### config.mk
export PLATFORM = sky130hd
export DESIGN_NAME = aq_gemac_arp_cache
export DESIGN_NICKNAME = d
export VERILOG_FILES = /design/src/rtl/aq_gemac_arp_cache.sv
export SDC_FILE = /design/constraint.sdc
export NUM_CORES = 1
export LEC_CHECK = 0
export CAP_MARGIN = 40
export CORE_MARGIN = 4
export CORE_UTILIZATION = 59
export DETAILED_ROUTE_END_ITERATION = 6
export PLACE_DENSITY = 0.85
export SYNTH_ARGS = -nofsm -noshare
export SYNTH_HDL_FRONTEND = slang
export SYNTH_SLANG_ARGS = --single-unit
export TNS_END_PERCENT = 10
### constraint.sdc
create_clock -name i_clk -period 21 [get_ports i_clk]
set_input_delay 3.15 -clock i_clk [delete_from_list [all_inputs] [get_ports i_clk]]
set_output_delay 3.15 -clock i_clk [all_outputs]
set_load 0.005 [all_outputs]
### src/rtl/aq_gemac_arp_cache.sv
// ARP cache: IPv4->MAC table with tick-based aging, oldest-entry replacement
// and an ARP request/retry engine that resolves lookup misses.
module aq_gemac_arp_cache #(
  parameter int ENTRIES   = 4,
  parameter int AGE_W     = 8,
  parameter int TIMEOUT_W = 16,
  parameter int ATTEMPTS  = 3
) (
  input  logic                 i_clk,
  input  logic                 i_rst,
  input  logic                 i_tick,
  input  logic                 i_flush,
  input  logic                 i_learn_valid,
  input  logic [31:0]          i_learn_ip,
  input  logic [47:0]          i_learn_mac,
  input  logic                 i_lookup_req,
  input  logic [31:0]          i_lookup_ip,
  output logic                 o_lookup_busy,
  output logic                 o_lookup_done,
  output logic                 o_lookup_hit,
  output logic [47:0]          o_lookup_mac,
  output logic                 o_arp_req,
  output logic [31:0]          o_arp_req_ip,
  input  logic                 i_arp_ack,
  input  logic [TIMEOUT_W-1:0] i_timeout,
  output logic [4:0]           o_valid_count
);

  localparam int IDX_W = (ENTRIES > 1) ? $clog2(ENTRIES) : 1;
  localparam logic [3:0] ATT = ATTEMPTS[3:0];

  typedef enum logic [2:0] {S_IDLE, S_CMP, S_REQ, S_WAIT, S_DONE} state_t;

  logic [ENTRIES-1:0] r_valid;
  logic [31:0]        r_ip  [ENTRIES];
  logic [47:0]        r_mac [ENTRIES];
  logic [AGE_W-1:0]   r_age [ENTRIES];
  logic [4:0]         r_count;

  state_t             r_state;
  logic [31:0]        r_lk_ip;
  logic [3:0]         r_att;
  logic [TIMEOUT_W-1:0] r_timer;
  logic               r_busy, r_done, r_hit, r_arp_req;
  logic [47:0]        r_lk_mac;
  logic [31:0]        r_arp_ip;

  logic             w_lm_hit, w_free;
  logic [IDX_W-1:0] w_lm_idx, w_free_idx, w_old_idx, w_lrn_idx;
  logic [AGE_W-1:0] w_old_age;
  logic             w_cmp_hit;
  logic [47:0]      w_cmp_mac;
  logic [4:0]       w_pop;
  logic [TIMEOUT_W-1:0] w_tmo;
  logic             w_tmo_end, w_wait_hit;

  // Learn target: existing entry for this IP, else lowest free, else oldest
  always_comb begin
    w_lm_hit   = 1'b0;
    w_lm_idx   = '0;
    w_free     = 1'b0;
    w_free_idx = '0;
    w_cmp_hit  = 1'b0;
    w_cmp_mac  = '0;
    w_pop      = '0;
    for (int i = ENTRIES - 1; i >= 0; i--) begin
      if (r_valid[i] && (r_ip[i] == i_learn_ip)) begin
        w_lm_hit = 1'b1;
        w_lm_idx = IDX_W'(i);
      end
      if (!r_valid[i]) begin
        w_free     = 1'b1;
        w_free_idx = IDX_W'(i);
      end
      if (r_valid[i] && (r_ip[i] == r_lk_ip)) begin
        w_cmp_hit = 1'b1;
        w_cmp_mac = r_mac[i];
      end
      w_pop = w_pop + {4'd0, r_valid[i]};
    end
    w_old_idx = '0;
    w_old_age = r_age[0];
    for (int i = 1; i < ENTRIES; i++) begin
      if (r_age[i] > w_old_age) begin
        w_old_age = r_age[i];
        w_old_idx = IDX_W'(i);
      end
    end
    w_lrn_idx = w_lm_hit ? w_lm_idx : (w_free ? w_free_idx : w_old_idx);
  end

  assign w_tmo      = (i_timeout == '0) ? TIMEOUT_W'(1) : i_timeout;
  assign w_tmo_end  = (({1'b0, r_timer} + (TIMEOUT_W+1)'(1)) >= {1'b0, w_tmo});
  assign w_wait_hit = i_learn_valid && (i_learn_ip == r_lk_ip);

  always_ff @(posedge i_clk or posedge i_rst) begin
    if (i_rst) begin
      r_valid <= '0;
      r_count <= '0;
      for (int i = 0; i < ENTRIES; i++) begin
        r_ip[i]  <= '0;
        r_mac[i] <= '0;
        r_age[i] <= '0;
      end
    end else begin
      r_count <= w_pop;
      for (int i = 0; i < ENTRIES; i++) begin
        if (i_flush) begin
          r_valid[i] <= 1'b0;
          r_age[i]   <= '0;
        end else if (i_learn_valid && (w_lrn_idx == IDX_W'(i))) begin
          r_valid[i] <= 1'b1;
          r_ip[i]    <= i_learn_ip;
          r_mac[i]   <= i_learn_mac;
          r_age[i]   <= '0;
        end else if (i_tick && r_valid[i]) begin
          if (&r_age[i]) r_valid[i] <= 1'b0;
          else           r_age[i]   <= r_age[i] + AGE_W'(1);
        end
      end
    end
  end

  always_ff @(posedge i_clk or posedge i_rst) begin
    if (i_rst) begin
      r_state   <= S_IDLE;
      r_lk_ip   <= '0;
      r_att     <= '0;
      r_timer   <= '0;
      r_busy    <= 1'b0;
      r_done    <= 1'b0;
      r_hit     <= 1'b0;
      r_lk_mac  <= '0;
      r_arp_req <= 1'b0;
      r_arp_ip  <= '0;
    end else begin
      case (r_state)
        S_IDLE: if (i_lookup_req) begin
          r_lk_ip <= i_lookup_ip;
          r_att   <= '0;
          r_busy  <= 1'b1;
          r_state <= S_CMP;
        end
        S_CMP: if (w_cmp_hit) begin
          r_hit    <= 1'b1;
          r_lk_mac <= w_cmp_mac;
          r_done   <= 1'b1;
          r_state  <= S_DONE;
        end else begin
          r_arp_req <= 1'b1;
          r_arp_ip  <= r_lk_ip;
          r_state   <= S_REQ;
        end
        S_REQ: if (i_arp_ack) begin
          r_arp_req <= 1'b0;
          r_att     <= r_att + 4'd1;
          r_timer   <= '0;
          r_state   <= S_WAIT;
        end
        S_WAIT: begin
          r_timer <= r_timer + TIMEOUT_W'(1);
          if (w_wait_hit) begin
            r_hit    <= 1'b1;
            r_lk_mac <= i_learn_mac;
            r_done   <= 1'b1;
            r_state  <= S_DONE;
          end else if (w_tmo_end) begin
            if (r_att < ATT) begin
              r_arp_req <= 1'b1;
              r_state   <= S_REQ;
            end else begin
              r_hit    <= 1'b0;
              r_lk_mac <= '0;
              r_done   <= 1'b1;
              r_state  <= S_DONE;
            end
          end
        end
        S_DONE: begin
          r_done  <= 1'b0;
          r_busy  <= 1'b0;
          r_state <= S_IDLE;
        end
        default: r_state <= S_IDLE;
      endcase
    end
  end

  assign o_lookup_busy = r_busy;
  assign o_lookup_done = r_done;
  assign o_lookup_hit  = r_hit;
  assign o_lookup_mac  = r_lk_mac;
  assign o_arp_req     = r_arp_req;
  assign o_arp_req_ip  = r_arp_ip;
  assign o_valid_count = r_count;

endmodule

==> results_dict.tcl, run 1 <==
set metrics [dict create \
    vias 17800 \
    timing.reg2reg.setup_slack_ns 13.09 \
    timing.setup.critical_path_class "reg -> reg" \
    timing.hold.worst.start "o_arp_req_ip[16]" \
    routed_wirelength_normalized_by_instance_count_um 24.9 \
    synthesis.yosys.warnings 0 \
    whs_path_depth 1 \
    final_util 0.699 \
    finalWeightedCongestion 1.01 \
    dp.cells 2807 \
    critical_path.reg2reg.endpoint "r_mac[62]" \
    grt_pass1_vias 18500 \
    htree_levels 2 \
    drive_gt1_frac 0.230 \
    drt-initial-drc-count 1633 \
    arrival_ns 8.40 \
    fraction_of_registers_with_async_set_reset 1.00 \
    drt-pass1-iter-count 7 \
    synth.ff_latch_count 498 \
    hold_path_end "o_arp_req_ip[16]" \
    ir_worst_vdd_uv 77.0 \
    final-hold-violation-count 0 \
    number_of_nets_still_failing_antenna_checks_after_routing 0 \
    max_clock_freq_mhz 126 \
    chipHeight_um 218 \
    syn-instance-count 2125 \
    buffers_inserted_by_post_cts_timing_repair 0 \
    regToRegStartpoint "r_age[25]" \
    post_detail_place_hpwl_um 49700 \
    cts.clk_slew.worst_paths_ns 0.06 \
    stdcell_count 2899 \
    fp.coreArea_sq_mm 0.0434 \
    slowest_stage "o31ai_2" \
    clkSinkCount 498 \
    netlist-cell-type-count 62 \
    start_kind "flip-flop" \
    setup_violations 0 \
    hp-class "reg -> reg" \
    antenna_found_initial 4 \
    die-area_sq_mm 0.0477 \
    nNetsFinal 2459 \
    post-route-period-util 0.376 \
    fin_ws_ns 13.09 \
    rsz0062_at_grt "false" \
    setup_tns_ns 0 \
    fin_crit_ns 7.91 \
    dr.max_layer_used "met5" \
    io-pin-count 224 \
    die_w_um 218 \
    cts-buffers-inserted 51 \
    route.met3.wl_um 5060 \
    holdBufCountCts 0 \
    pre_cts_slack_ns 12.96 \
    finClkSkew_ns 0.0212 \
    timing.critical_path.required_ns 21.50 \
    synth_enable_flop_cells 0 \
    power.static_leakage_nw 13.5 \
    maxCapViolations 0 \
    floorplan.rows 76 \
    cts_root_buf "clkbuf_16" \
    slowest_delay_ns 0.77 \
    final_cell_mix "dfrtp_1 (498), mux2_2 (316), clkdlybuf4s50_1 (221)" \
    grt_overflow 0 \
    critPathMaxFanout 37 \
    first_pass_grt_wire_length_um 112000 \
    cts.path.max_buffers 3 \
    timing.reg2reg.worst_path_depth 27 \
    post_cts.resized_instances 0 \
    post_synth_instance_area_sq_mm 0.0261 \
    cp-end-kind "flip-flop" \
    report.final.slew_viol_count 0 \
    max_slew.worst_pin.slew_ns 0.977 \
    tot_pwr_mw 3.42 \
    post_synth.cell_area_avg_sq_um 12.3 \
    wl_met2_um 34100 \
    post_synthesis_sequential_area_ratio 0.477 \
    syn_to_final_growth_pct 16.2 \
    pin_count_of_the_biggest_net_entering_global_routing 166 \
    power_density_mw_per_mm2 113 \
    detail_route.wirelength.met1_um 30700 \
    grt.total_usage 0.302 \
    drcViolationCount 0 \
    slew_headroom 0.349 \
    layout_commonest_cell "dfrtp_1" \
    worstSkewPairLatency_ns 0.62 \
    floorplan.initialDensity 0.602 \
    clock_tree_from_tritoncts "built" \
    predominant_post_synthesis_flop_cell "dfrtp_1" \
    timing.critical_path.mode_cell "a21oi_1" \
    outcome "finished, final reports clean" \
    final_wl_um 72200 \
    port_buffers 221 \
    detail_route.vias_per_cell 6.13 \
]
## layout make-up
| type | instances | area, sq um |
|---|---|---|
| fillers | 3040 | 13000 |
| multi-input cells | 1431 | 12600 |
| flip-flops and latches | 498 | 12500 |
| repair buffers | 248 | 2580 |
| clock buffers | 76 | 1540 |
| well taps | 585 | 732 |
| clock inverters | 15 | 225 |
| inverters | 45 | 176 |
| diodes | 1 | 2.50 |
## routing by layer
metal | up-vias | track usage
met4 | 6 | 0.0902
met5 | - | 0
met2 | 652 | 0.483
met1 | 9151 | 0.422
li1 | 7815 | -
met3 | 137 | 0.0619
## worst max-delay path, delay by kind of cell, from the launching register on
family,cells,cell delay (ns)
AOI/OAI and AO/OA,14,3.71
muxes,1,0.33
buffers and inverters,4,1.54
adders and majority gates,3,0.92
DFF,1,0.38
and+or+nand+nor,5,0.79
## through the flow
step	hold WS (ns)	area [sq um]
finish	0.503	30300
global route	0.512	30300
CTS	0.500	30300
detailed placement	0.486	28600
global placement	0.474	28300
floorplan	0.463	26100
## worst max-delay path by stage
stage / start / slack (ns) / cells past startpoint / to
global route: r_age[25] / 12.68 / 28 / r_mac[62]
finish: r_age[25] / 13.09 / 27 / r_mac[62]
detailed placement: i_learn_ip[1] / 12.96 / 13 / r_mac[88]
global placement: i_learn_ip[6] / 12.90 / 12 / r_mac[62]
floorplan: i_rst / 3.95 / 1 / o_arp_req
CTS: r_age[25] / 13.27 / 27 / r_mac[51]
## cells by family (layout without fill, tap and decap cells)
logic type | count (synthesis) | in the layout | synth area share
flip-flops | 498 | 498 | 0.477
multiplexers | 488 | 488 | 0.219
XOR/XNOR | 322 | 322 | 0.108
AND/OR/NAND/NOR | 321 | 321 | 0.0643
AO/OA/AOI/OAI | 249 | 249 | 0.0650
buffers and inverters | 197 | 384 | 0.0419
adder cells (fa/ha/maj) | 49 | 49 | 0.0238
other | 1 | 3 | 0.000144
## flip-flops by register name, summed over array words and instances (netlist names), 3 cells and up
name and cells:
r_age 32, r_timer 16, r_valid 4, r_mac 192, r_state 3, o_valid_count 3, r_att 4, r_lk_ip 32
o_lookup_mac 48, o_arp_req_ip 32, r_ip 128
## Yosys cell counts (all sizes together) (52+ instances only)
library cell	number	area share
xnor2	188	0.063
nand2	65	0.0094
nor2	69	0.011
nand4	65	0.016
buf	111	0.030
dfrtp	498	0.48
xor2	134	0.045
mux2	436	0.20
mux2i	52	0.020
o21ai	84	0.016
## power breakdown
group	internal, mW	leakage (nW)	switching (mW)	total (mW)
sequential	1.19	6.39	0.294	1.49
combinational	0.517	6.28	0.458	0.976
clock	0.559	0.869	0.395	0.954
(Power assumes the default switching activity.)
==> run 2: changes to the inputs <==
--- a/config.mk
+++ b/config.mk
@@ -7,9 +7,9 @@
 export LEC_CHECK = 0
 export CAP_MARGIN = 40
 export CORE_MARGIN = 4
-export CORE_UTILIZATION = 59
+export CORE_UTILIZATION = 53
 export DETAILED_ROUTE_END_ITERATION = 6
-export PLACE_DENSITY = 0.85
+export PLACE_DENSITY = 0.81
 export SYNTH_ARGS = -nofsm -noshare
 export SYNTH_HDL_FRONTEND = slang
 export SYNTH_SLANG_ARGS = --single-unit
==> constraint.sdc (replaced) <==
create_clock -name i_clk -period 6.7 [get_ports i_clk]
set_input_delay 1.005 -clock i_clk [delete_from_list [all_inputs] [get_ports i_clk]]
set_output_delay 1.005 -clock i_clk [all_outputs]
set_load 0.005 [all_outputs]
==> results_dict.tcl, run 2 (same netlist as run 1, synthesis figures left out) <==
set metrics [dict create \
    pre_cts_slack_ns 0.363 \
    power.static_leakage_nw 13.6 \
    dp.cells 2891 \
    report.final.slew_viol_count 0 \
    fin_ws_ns 0.459 \
    net_sw_power_mw 3.58 \
    routed_wirelength_normalized_by_instance_count_um 24.1 \
    antenna_found_initial 6 \
    port_buffers 221 \
    max_slew.worst_pin.slew_ns 0.906 \
    cts_root_buf "clkbuf_16" \
    vias 17700 \
    ir_worst_vdd_uv 235 \
    final_util 0.626 \
    drcViolationCount 0 \
    maxCapViolations 0 \
    cp-end-kind "flip-flop" \
    internal_power_mw 7.11 \
    finClkSkew_ns 0.0390 \
    slowest_stage "o31ai_2" \
    max_clock_freq_mhz 160 \
    cts-buffers-inserted 53 \
    detail_route.vias_per_cell 5.91 \
    final_wl_um 72200 \
    timing.setup.critical_path_class "reg -> reg" \
    final.hold.worst_slack_ns 0.506 \
    nNetsFinal 2466 \
    final_cell_mix "dfrtp_1 (498), mux2_2 (316), clkdlybuf4s50_1 (221)" \
    clkSinkCount 498 \
    die_w_um 230 \
    finalWeightedCongestion 1.01 \
    clock_tree_from_tritoncts "built" \
    floorplan.rows 81 \
    post-route-period-util 0.931 \
    critPathMaxFanout 62 \
    rsz0062_at_grt "false" \
    post_detail_place_hpwl_um 49500 \
    slowest_delay_ns 0.43 \
    stdcell_count 2993 \
    grt.total_usage 0.269 \
    post-route-cell-area_sq_mm 0.0306 \
    htree_levels 2 \
    drt-pass1-iter-count 5 \
    timing.critical_path.required_ns 7.20 \
    setup_violations 0 \
    post_cts.resized_instances 0 \
    power_density_mw_per_mm2 350 \
    outcome "finished, final reports clean" \
    fp.coreArea_sq_mm 0.0488 \
    setup_tns_ns 0 \
    clockPowerShare 0.284 \
    largest-register "r_mac" \
    placed_area_sq_mm 0.0287 \
    pin_count_of_the_biggest_net_entering_global_routing 168 \
    slew_headroom 0.396 \
    buffers_inserted_by_post_cts_timing_repair 0 \
    tot_pwr_mw 10.7 \
    largest_register_ffs 192 \
    cts.clk_slew.worst_paths_ns 0.06 \
    start_kind "flip-flop" \
    chipHeight_um 230 \
    first_pass_grt_wire_length_um 112000 \
    grt_overflow 0 \
    syn_to_final_growth_pct 17.1 \
    arrival_ns 6.75 \
    die-area_sq_mm 0.0529 \
    timing.critical_path.mode_cell "a21oi_1" \
    layout_commonest_cell "dfrtp_1" \
    drt-initial-drc-count 1488 \
    floorplan.initialDensity 0.534 \
    fin_crit_ns 6.24 \
    worstSkewPairLatency_ns 0.64 \
    drive_gt1_frac 0.236 \
    switching_share 0.335 \
    power.combinational.fraction 0.275 \
    grt_pass1_vias 18400 \
    io-pin-count 224 \
    hp-class "reg -> reg" \
    path_cells "inv_1, ha_1, nor2b_1, o211ai_1, a21oi_1, o31a_2, a21oi_1, ha_1, nor2b_1, o211ai_1, a21oi_1, o31ai_2, o21ai_0, ha_1, a21o_1, a221o_1, a21oi_1, a31o_2, a21boi_1, o221ai_1, a31oi_4, nor2b_4, buf_16, mux2_2" \
    holdBufCountCts 0 \
    number_of_nets_still_failing_antenna_checks_after_routing 0 \
    final-hold-violation-count 0 \
    seq_power_share 0.440 \
    cts.path.max_buffers 3 \
]
run 2: worst paths after layout:
check / start / to / slack [ns] / cells after the start
max: r_age[25] / r_ip[63] / 0.46 / 24
min: r_mac[108] / r_mac[108] / 0.51 / 1
max reg2reg: r_age[25] / r_ip[63] / 0.46 / 24
min reg2reg: r_mac[108] / r_mac[108] / 0.51 / 1
max in group asynchronous: i_rst / r_ip[0] / 4.63 / 5
min in group asynchronous: i_rst / r_lk_ip[11] / 0.64 / 2
run 2: layer usage:
| metal | wire length (um) | global-route usage | share of wire | up-vias |
|---|---|---|---|---|
| li1 | - | - | - | 7848 |
| met1 | 31400 | 0.375 | 0.44 | 9119 |
| met2 | 34000 | 0.433 | 0.47 | 591 |
| met3 | 4420 | 0.0430 | 0.061 | 138 |
| met4 | 2270 | 0.0930 | 0.031 | 4 |
| met5 | 26 | 0 | 0.00036 | - |
run 2: power groups by stage:
| stage | Combinational, mW | Clock [mW] | Sequential (mW) |
|---|---|---|---|
| after global placement | 2.83 | 0 | 4.66 |
| after detailed placement | 2.92 | 0 | 4.72 |
| after CTS | 2.94 | 3.08 | 4.67 |
| after global routing | 3.16 | 3.22 | 4.77 |
| final | 2.94 | 3.04 | 4.71 |
| after floorplan | 2.28 | 0 | 4.19 |
run 2: worst max-delay path: cells and delay by family (launching register included):
family / cells / cell delay [ns]
adder cells (fa/ha/maj): 3 / 0.89
AO/OA/AOI/OAI: 15 / 3.37
AND/OR/NAND/NOR: 3 / 0.57
multiplexers: 1 / 0.39
flip-flops: 1 / 0.39
buffers and inverters: 2 / 0.46
run 2: cell type report:
| type | instances | area, sq um |
|---|---|---|
| fillers | 3743 | 18300 |
| multi-input cells | 1431 | 12600 |
| diodes | 3 | 7.51 |
| repair buffers | 253 | 2660 |
| clock inverters | 21 | 234 |
| flip-flops and latches | 498 | 12500 |
| inverters | 45 | 173 |
| well taps | 664 | 831 |
| clock buffers | 78 | 1610 |
